===== src/rtl/mem_stage.sv =====
// Memory-access pipeline stage: latches the execute bus, extracts/extends load data
// from the synchronous SRAM, and holds that data while write-back stalls.
module mem_stage #(
    parameter int EXE_TO_MEM_BUS_WD = 75,
    parameter int MEM_TO_WB_BUS_WD  = 70
) (
    input  logic                         clk,
    input  logic                         reset,
    input  logic                         exe_to_mem_valid,
    input  logic [EXE_TO_MEM_BUS_WD-1:0] exe_to_mem_bus,
    output logic                         mem_allowin,
    input  logic                         wb_allowin,
    output logic                         mem_to_wb_valid,
    output logic [MEM_TO_WB_BUS_WD-1:0]  mem_to_wb_bus,
    input  logic [31:0]                  data_sram_rdata,
    output logic                         gr_we_mem,
    output logic [4:0]                   dest_mem,
    output logic [31:0]                  forward_data_mem
);

    logic                         mem_valid_q;
    logic                         first_cycle_q;
    logic                         buf_valid_q;
    logic [31:0]                  rdata_buf_q;
    logic [EXE_TO_MEM_BUS_WD-1:0] bus_q;

    logic        mem_ready_go;
    logic        ld_b, ld_h, ld_w, ld_bu, ld_hu;
    logic        gr_we;
    logic [4:0]  dest;
    logic [31:0] alu_result, pc;
    logic [31:0] raw_data, load_data, final_result;
    logic [7:0]  byte_sel;
    logic [15:0] half_sel;

    assign mem_ready_go    = 1'b1;
    assign mem_allowin     = !mem_valid_q || (mem_ready_go && wb_allowin);
    assign mem_to_wb_valid = mem_valid_q && mem_ready_go;

    assign {ld_b, ld_h, ld_w, ld_bu, ld_hu} = bus_q[74:70];
    assign gr_we      = bus_q[69];
    assign dest       = bus_q[68:64];
    assign alu_result = bus_q[63:32];
    assign pc         = bus_q[31:0];

    always_ff @(posedge clk) begin
        if (reset) begin
            mem_valid_q   <= 1'b0;
            first_cycle_q <= 1'b0;
            buf_valid_q   <= 1'b0;
        end else begin
            if (mem_allowin)
                mem_valid_q <= exe_to_mem_valid;
            first_cycle_q <= exe_to_mem_valid && mem_allowin;
            // SRAM data is only good in the first cycle; keep it if we cannot leave yet
            if (mem_valid_q && wb_allowin)
                buf_valid_q <= 1'b0;
            else if (mem_valid_q && first_cycle_q)
                buf_valid_q <= 1'b1;
        end
    end

    always_ff @(posedge clk) begin
        if (exe_to_mem_valid && mem_allowin)
            bus_q <= exe_to_mem_bus;
        if (mem_valid_q && first_cycle_q && !wb_allowin)
            rdata_buf_q <= data_sram_rdata;
    end

    assign raw_data = buf_valid_q ? rdata_buf_q : data_sram_rdata;

    always_comb begin
        byte_sel = raw_data[7:0];
        case (alu_result[1:0])
            2'd0: byte_sel = raw_data[7:0];
            2'd1: byte_sel = raw_data[15:8];
            2'd2: byte_sel = raw_data[23:16];
            2'd3: byte_sel = raw_data[31:24];
            default: byte_sel = raw_data[7:0];
        endcase
        half_sel = alu_result[1] ? raw_data[31:16] : raw_data[15:0];

        load_data = raw_data;
        if (ld_b)       load_data = {{24{byte_sel[7]}}, byte_sel};
        else if (ld_bu) load_data = {24'd0, byte_sel};
        else if (ld_h)  load_data = {{16{half_sel[15]}}, half_sel};
        else if (ld_hu) load_data = {16'd0, half_sel};
        else if (ld_w)  load_data = raw_data;
    end

    assign final_result = (ld_b || ld_h || ld_w || ld_bu || ld_hu) ? load_data : alu_result;

    assign mem_to_wb_bus    = {gr_we, dest, final_result, pc};
    assign gr_we_mem        = mem_valid_q && gr_we;
    assign dest_mem         = mem_valid_q ? dest : 5'd0;
    assign forward_data_mem = mem_valid_q ? final_result : 32'd0;

endmodule

===== config.mk =====
export PLATFORM = sky130hd
export DESIGN_NAME = mem_stage
export DESIGN_NICKNAME = d
export VERILOG_FILES = /design/src/rtl/mem_stage.sv
export SDC_FILE = /design/constraint.sdc
export NUM_CORES = 1
export LEC_CHECK = 0
export BUFFER_PORTS_ARGS = -buffer_cell sky130_fd_sc_hd__buf_2
export CAP_MARGIN = 20
export CORE_ASPECT_RATIO = 0.6
export CORE_UTILIZATION = 44
export CTS_CLUSTER_DIAMETER = 80
export DETAILED_ROUTE_END_ITERATION = 7
export GPL_ROUTABILITY_DRIVEN = 0
export GPL_TIMING_DRIVEN = 0
export PLACE_DENSITY = 0.74
export SYNTH_ARGS = -nofsm -noshare
export SYNTH_HDL_FRONTEND = slang
export SYNTH_SLANG_ARGS = --single-unit

===== constraint.sdc =====
create_clock -name clk -period 2.4 [get_ports clk]
set_input_delay 0.24 -clock clk [delete_from_list [all_inputs] [get_ports clk]]
set_output_delay 0.24 -clock clk [all_outputs]
set_load 0.02 [all_outputs]

* Yosys cells after proc, flatten, opt, wreduce, memory -nomap -nowiden
Index checks and enable logic that the tools add are counted.
** Cells by class
- Equality and inequality tests :: 3
- Muxes and demuxes :: 10
- Reduce and logical (&&, ||, !) cells :: 14
** Operators by type and width (number)
- two-way mux 32 bit :: 7
- one-hot mux 8 bit (4 select lines) :: 1
- two-way mux 16 bit :: 1
- logical AND 1 bit :: 5
- logical OR 1 bit :: 5
- two-way mux 5 bit :: 1
- equality test 2 bit, second input constant :: 2
- equality test 2 x 1 -> 1 bit, second input constant :: 1
- zero test 1 bit :: 2
- zero test 2 bit :: 1
- OR reduction 2 bit :: 1
** Word-level totals
- Register bits after elaboration :: 110
- Bits of input ports :: 111
- Output and inout port bits :: 110
- Word-level logic and storage cells :: 32

* Longest topological paths before layout
- Word-level depth :: 8
- Depth in mapped cells :: 8
- Gate-level depth less buffers :: 4

* Least setup slack after synthesis
No wires, ideal clock.
- Path kind :: register to register
- From :: register mem_valid_q (netlist: mem_to_wb_valid)
- To :: register bus_q[0] (enable)
- Library setup time :: 0.442 ns
- Arrival :: 2.493 ns
- Required time :: 1.958 ns
- Path slack :: -0.535 ns
- Stages on the path, launching flop included :: 3
- Path buffers :: 0
- Clock period less this slack :: 2.935 ns
- Cell sequence :: dfxtp_1 > nand2b_1 > and2_1
** On the way
- Word-level cells in the longest chain between the ends :: 3
** RTL lines
- from (decl) :: RTL line 21 : logic mem_valid_q;
- from (signal assigned) :: RTL line 53 : mem_valid_q <= exe_to_mem_valid;
- zero test 1 bit :: RTL line 37 : assign mem_allowin = !mem_valid_q || (mem_ready_go && wb_allowin);
- logical OR 1 bit :: RTL line 37
- net mem_allowin :: RTL line 11 : output logic mem_allowin,
- logical AND 1 bit :: RTL line 64 : if (exe_to_mem_valid && mem_allowin)
- to (signal assigned) :: RTL line 65 : bus_q <= exe_to_mem_bus;
- to (decl) :: RTL line 25 : logic [EXE_TO_MEM_BUS_WD-1:0] bus_q;
The timed path passes the listed nets, and every way through them passes these cells.
A chain may end at the register's enable or synchronous reset.

* Worst setup path after layout
- From :: register buf_valid_q
- To :: output forward_data_mem[28]
** On the way
- Word-level cells in the longest chain between the ends :: 7
- Elaborated cells on any way between the ends :: 9
- Classes of those cells :: mux: 9
** RTL lines
- from (decl) :: RTL line 23 : logic buf_valid_q;
- from (signal assigned) :: RTL line 50 : buf_valid_q <= 1'b0;
- from (signal assigned) :: RTL line 57 : buf_valid_q <= 1'b0;
- from (signal assigned) :: RTL line 59 : buf_valid_q <= 1'b1;
- two-way mux 32 bit * :: RTL line 70 : assign raw_data = buf_valid_q ? rdata_buf_q : data_sram_rdata;
- two-way mux 32 bit or two-way mux 16 bit (tied branches) :: RTL line 87, 81
- two-way mux 32 bit :: RTL line 86 : else if (ld_h) load_data = {{16{half_sel[15]}}, half_sel};
- two-way mux 32 bit :: RTL line 85 : else if (ld_bu) load_data = {24'd0, byte_sel};
- two-way mux 32 bit * :: RTL line 84 : if (ld_b) load_data = {{24{byte_sel[7]}}, byte_sel};
- two-way mux 32 bit * :: RTL line 91 : assign final_result = (ld_b || ld_h || ld_w || ld_bu || ld_hu) ? load_data : alu_result;
- two-way mux 32 bit * :: RTL line 96 : assign forward_data_mem = mem_valid_q ? final_result : 32'd0;
- to (decl) :: RTL line 18 : output logic [31:0] forward_data_mem
Every way passes the cells marked *; elsewhere a longest branch is shown, timed or not.

==> summary.md <==
| Metric | Value |
|---|---|
| Max Cap Viol | `0` |
| EDFF count, synth | `107` |
| Commonest non-fill, non-tap cell in the layout | `buf_2` |
| Crit path time final | `2890 ps` |
| Setup total negative slack | `-22370 ps` |
| Vias per cell | `5.57` |
| Req. time, crit path | `2160 ps` |
| Final Hold Viols | `0` |
| Via count | `4759` |
| Root Driver | `clkbuf_16` |
| Post-synthesis sequential area ratio | `0.591` |
| Height of the die | `88.9 um` |
| Max Slew Vio Count | `0` |
| CP startpoint kind | `flop` |
| GRT overflow | `0` |
| Number of detailed-route iterations in the first pass | `7` |
| # rows | `31` |
| Yosys warning total | `0` |
| Hold path depth | `1` |
| Final ANT Viol Nets | `0` |
| Clock Pin Slew Worst Setup and Hold Paths | `80 ps` |
| H-tree levels | `3` |
| Top_reg_cell synth | `edfxtp_1` |
| I/O Pins | `221` |
| Power per cell area | `597 mW/mm2` |
| Post-Layout Cell Count | `855` |
| DRC violations left | `0` |
| Crit Path Category | `reg2out` |
| Final Core Density | `0.693` |
| Most area-consuming cells after synthesis | `edfxtp_1, mux4_2, mux2i_1` |
| Syn-to-layout area delta | `52.0%` |
| Cts bufs inserted | `9` |
| Post-layout nets | `795` |
| Outcome | `complete, but fails checks` |
| FF+latch count, synth | `110` |
| CP arrival | `2650 ps` |
| Finished Cell Area | `0.00842 mm2` |
| VDD IR max | `0.000352 V` |
| Share of flip-flops with an asynchronous set or reset | `0` |
| R2r startpoint | `mem_to_wb_valid` |
| Starting DRT DRC Count | `500` |
| Cell count after placement | `796` |
| Area of the multi-input gates | `0.00225 mm2` |
| Post-route setup slack | `-493 ps` |
| Most frequent cells in the layout | `buf_2, edfxtp_1, buf_4, buf_6, nor2_1` |
| Clk sinks | `110` |
| Max-slew headroom | `0.334` |
| Die ar. | `0.0131 mm2` |
| Core Area | `0.0121 mm2` |
| Initial cell density of the core | `0.456` |
| Routed WL per cell | `21.6 um` |
| Fill cells | `822` |
| Largest net degree at the start of global routing | `61` |
| Layout cells sized above 1 | `0.640` |
| CTS tree | `built` |
| Leak pwr | `3.41 nW` |
| Synth top area share | `0.580` |
| Unrepaired setup endpoints after global routing | `yes` |
| Final Cycle Share | `1.21` |
| Worst-Skew Late Latency | `350 ps` |
| Slew @ Worst Pin | `991 ps` |
| FMAX | `346 MHz` |
| Post-synthesis cell area | `0.00554 mm2` |
| Cells after synthesis | `410` |
| Clk_skew | `7.03 ps` |
| Register area | `0.00328 mm2` |
| Hold WC Path Type | `in2reg` |
| Vias in the first global route | `4450` |
| First-pass GRT wire length | `25.5 mm` |
| R2r endpoint | `rdata_buf_q[14]` |
| Post-synth net total | `521` |
| Average size of a mapped cell | `13.5 um2` |
| Crit end category | `output port` |
| Yosys cell types | `40` |
| Final setup viols | `64` |
| Reg2reg setup slack | `530 ps` |
| Clk buf depth | `2` |
| Crit path to | `forward_data_mem[28]` |
| Post-DP HPWL | `12.2 mm` |
| CP Max Fanout | `5` |
| Buffers on Ports | `220` |
| Hold buffers post-CTS | `0` |
| Largest area contributor in the netlist | `edfxtp_1` |
| Horiz. Die Dim | `147 um` |
| All-Layer GR Usage | `0.268` |
| Setup slack at placement | `-397 ps` |
| Placement Cell Area | `0.00688 mm2` |
| CP Launch Point | `buf_valid_q` |
| Failing checks | `setup timing` |
| Antenna violations before repair | `2` |
| Reg2Reg Depth | `2` |
| Total Wirelength | `18.5 mm` |
==> synthesized netlist by cell type (all sizes together), types with 2 or more instances <==
cell type and n:
clkbuf 15, o221ai 6, o21ai 26, o22a 6
and3 2, mux2 19, a31oi 2, a211oi 2
and2 15, inv 2, mux2i 32, dfxtp 3
nor2 28, mux4 17, a21oi 37, o221a 6
edfxtp 107, nand2 16, nand3 7, buf 48
==> power by group <==
group          leakage, nW  internal (mW)  switching, mW  total (mW)
clock network        0.148          0.816          0.705        1.52
logic                 2.22          0.594          0.657        1.25
registers             1.04           2.21         0.0479        2.26
total                 3.41           3.62           1.41        5.03
==> what timing repair did <==
action | CTS | global route
setup endpoints to repair | 64 | 64
resized for setup | 117 | 126
pin swaps | 19 | 19
cloned | 5 | 2
buffers inserted | 23 | 15
==> metrics by stage <==
step | hold slack [ps] | total power, mW
floorplan | 309 | 2.84
global placement | 416 | 3.18
detailed placement | 418 | 3.21
CTS | 54.1 | 4.84
global route | 45.7 | 5.17
finish | 55.6 | 5.03
==> worst min-delay path by stage <==
| stage | start | end |
|---|---|---|
| floorplan | reset | mem_to_wb_valid |
| global placement | exe_to_mem_bus[54] | bus_q[54] |
| detailed placement | exe_to_mem_bus[21] | bus_q[21] |
| CTS | exe_to_mem_bus[21] | bus_q[21] |
| global route | exe_to_mem_bus[21] | bus_q[21] |
| finish | exe_to_mem_bus[0] | bus_q[0] |
==> registers in the layout, summed over array words and instances, names as in the netlist <==
name and flops:
buf_valid_q 1, bus_q 75, first_cycle_q 1, mem_to_wb_valid 1, rdata_buf_q 32
==> layout make-up <==
class,instances,area share
sequential,110,0.389
antenna,1,0.000297
multi-input combinational,234,0.267
timing repair buffer,265,0.223
clock buffer,9,0.0268
inverter,3,0.00178
buffer,61,0.0593
tap,165,0.0245
clock inverter,7,0.00862
==> layer usage <==
metal / GRT usage / vias up / wire length, um
li1: - / 2095 / -
met1: 0.365 / 2328 / 7770
met2: 0.411 / 301 / 8530
met3: 0.0944 / 33 / 1880
met4: 0.0758 / 2 / 297
met5: 0 / - / 10
==> logic make-up (layout without fill, tap and decap cells) <==
logic type | after synthesis | after routing | share of synthesized area
AOI/OAI and AO/OA | 92 | 92 | 0.104
buffers and inverters | 66 | 345 | 0.0757
DFF | 110 | 110 | 0.591
other | 0 | 1 | 0
and+or+nand+nor | 74 | 74 | 0.0633
muxes | 68 | 68 | 0.166
==> critical path: stages, from the launching register on <==
cell and delay (ps):
dfxtp_4 380, buf_4 110, mux2_2 330, mux4_2 550, a211o_4 410, buf_6 140, o221a_1 240, buf_6 140
Power figures use the tool's default switching activity.
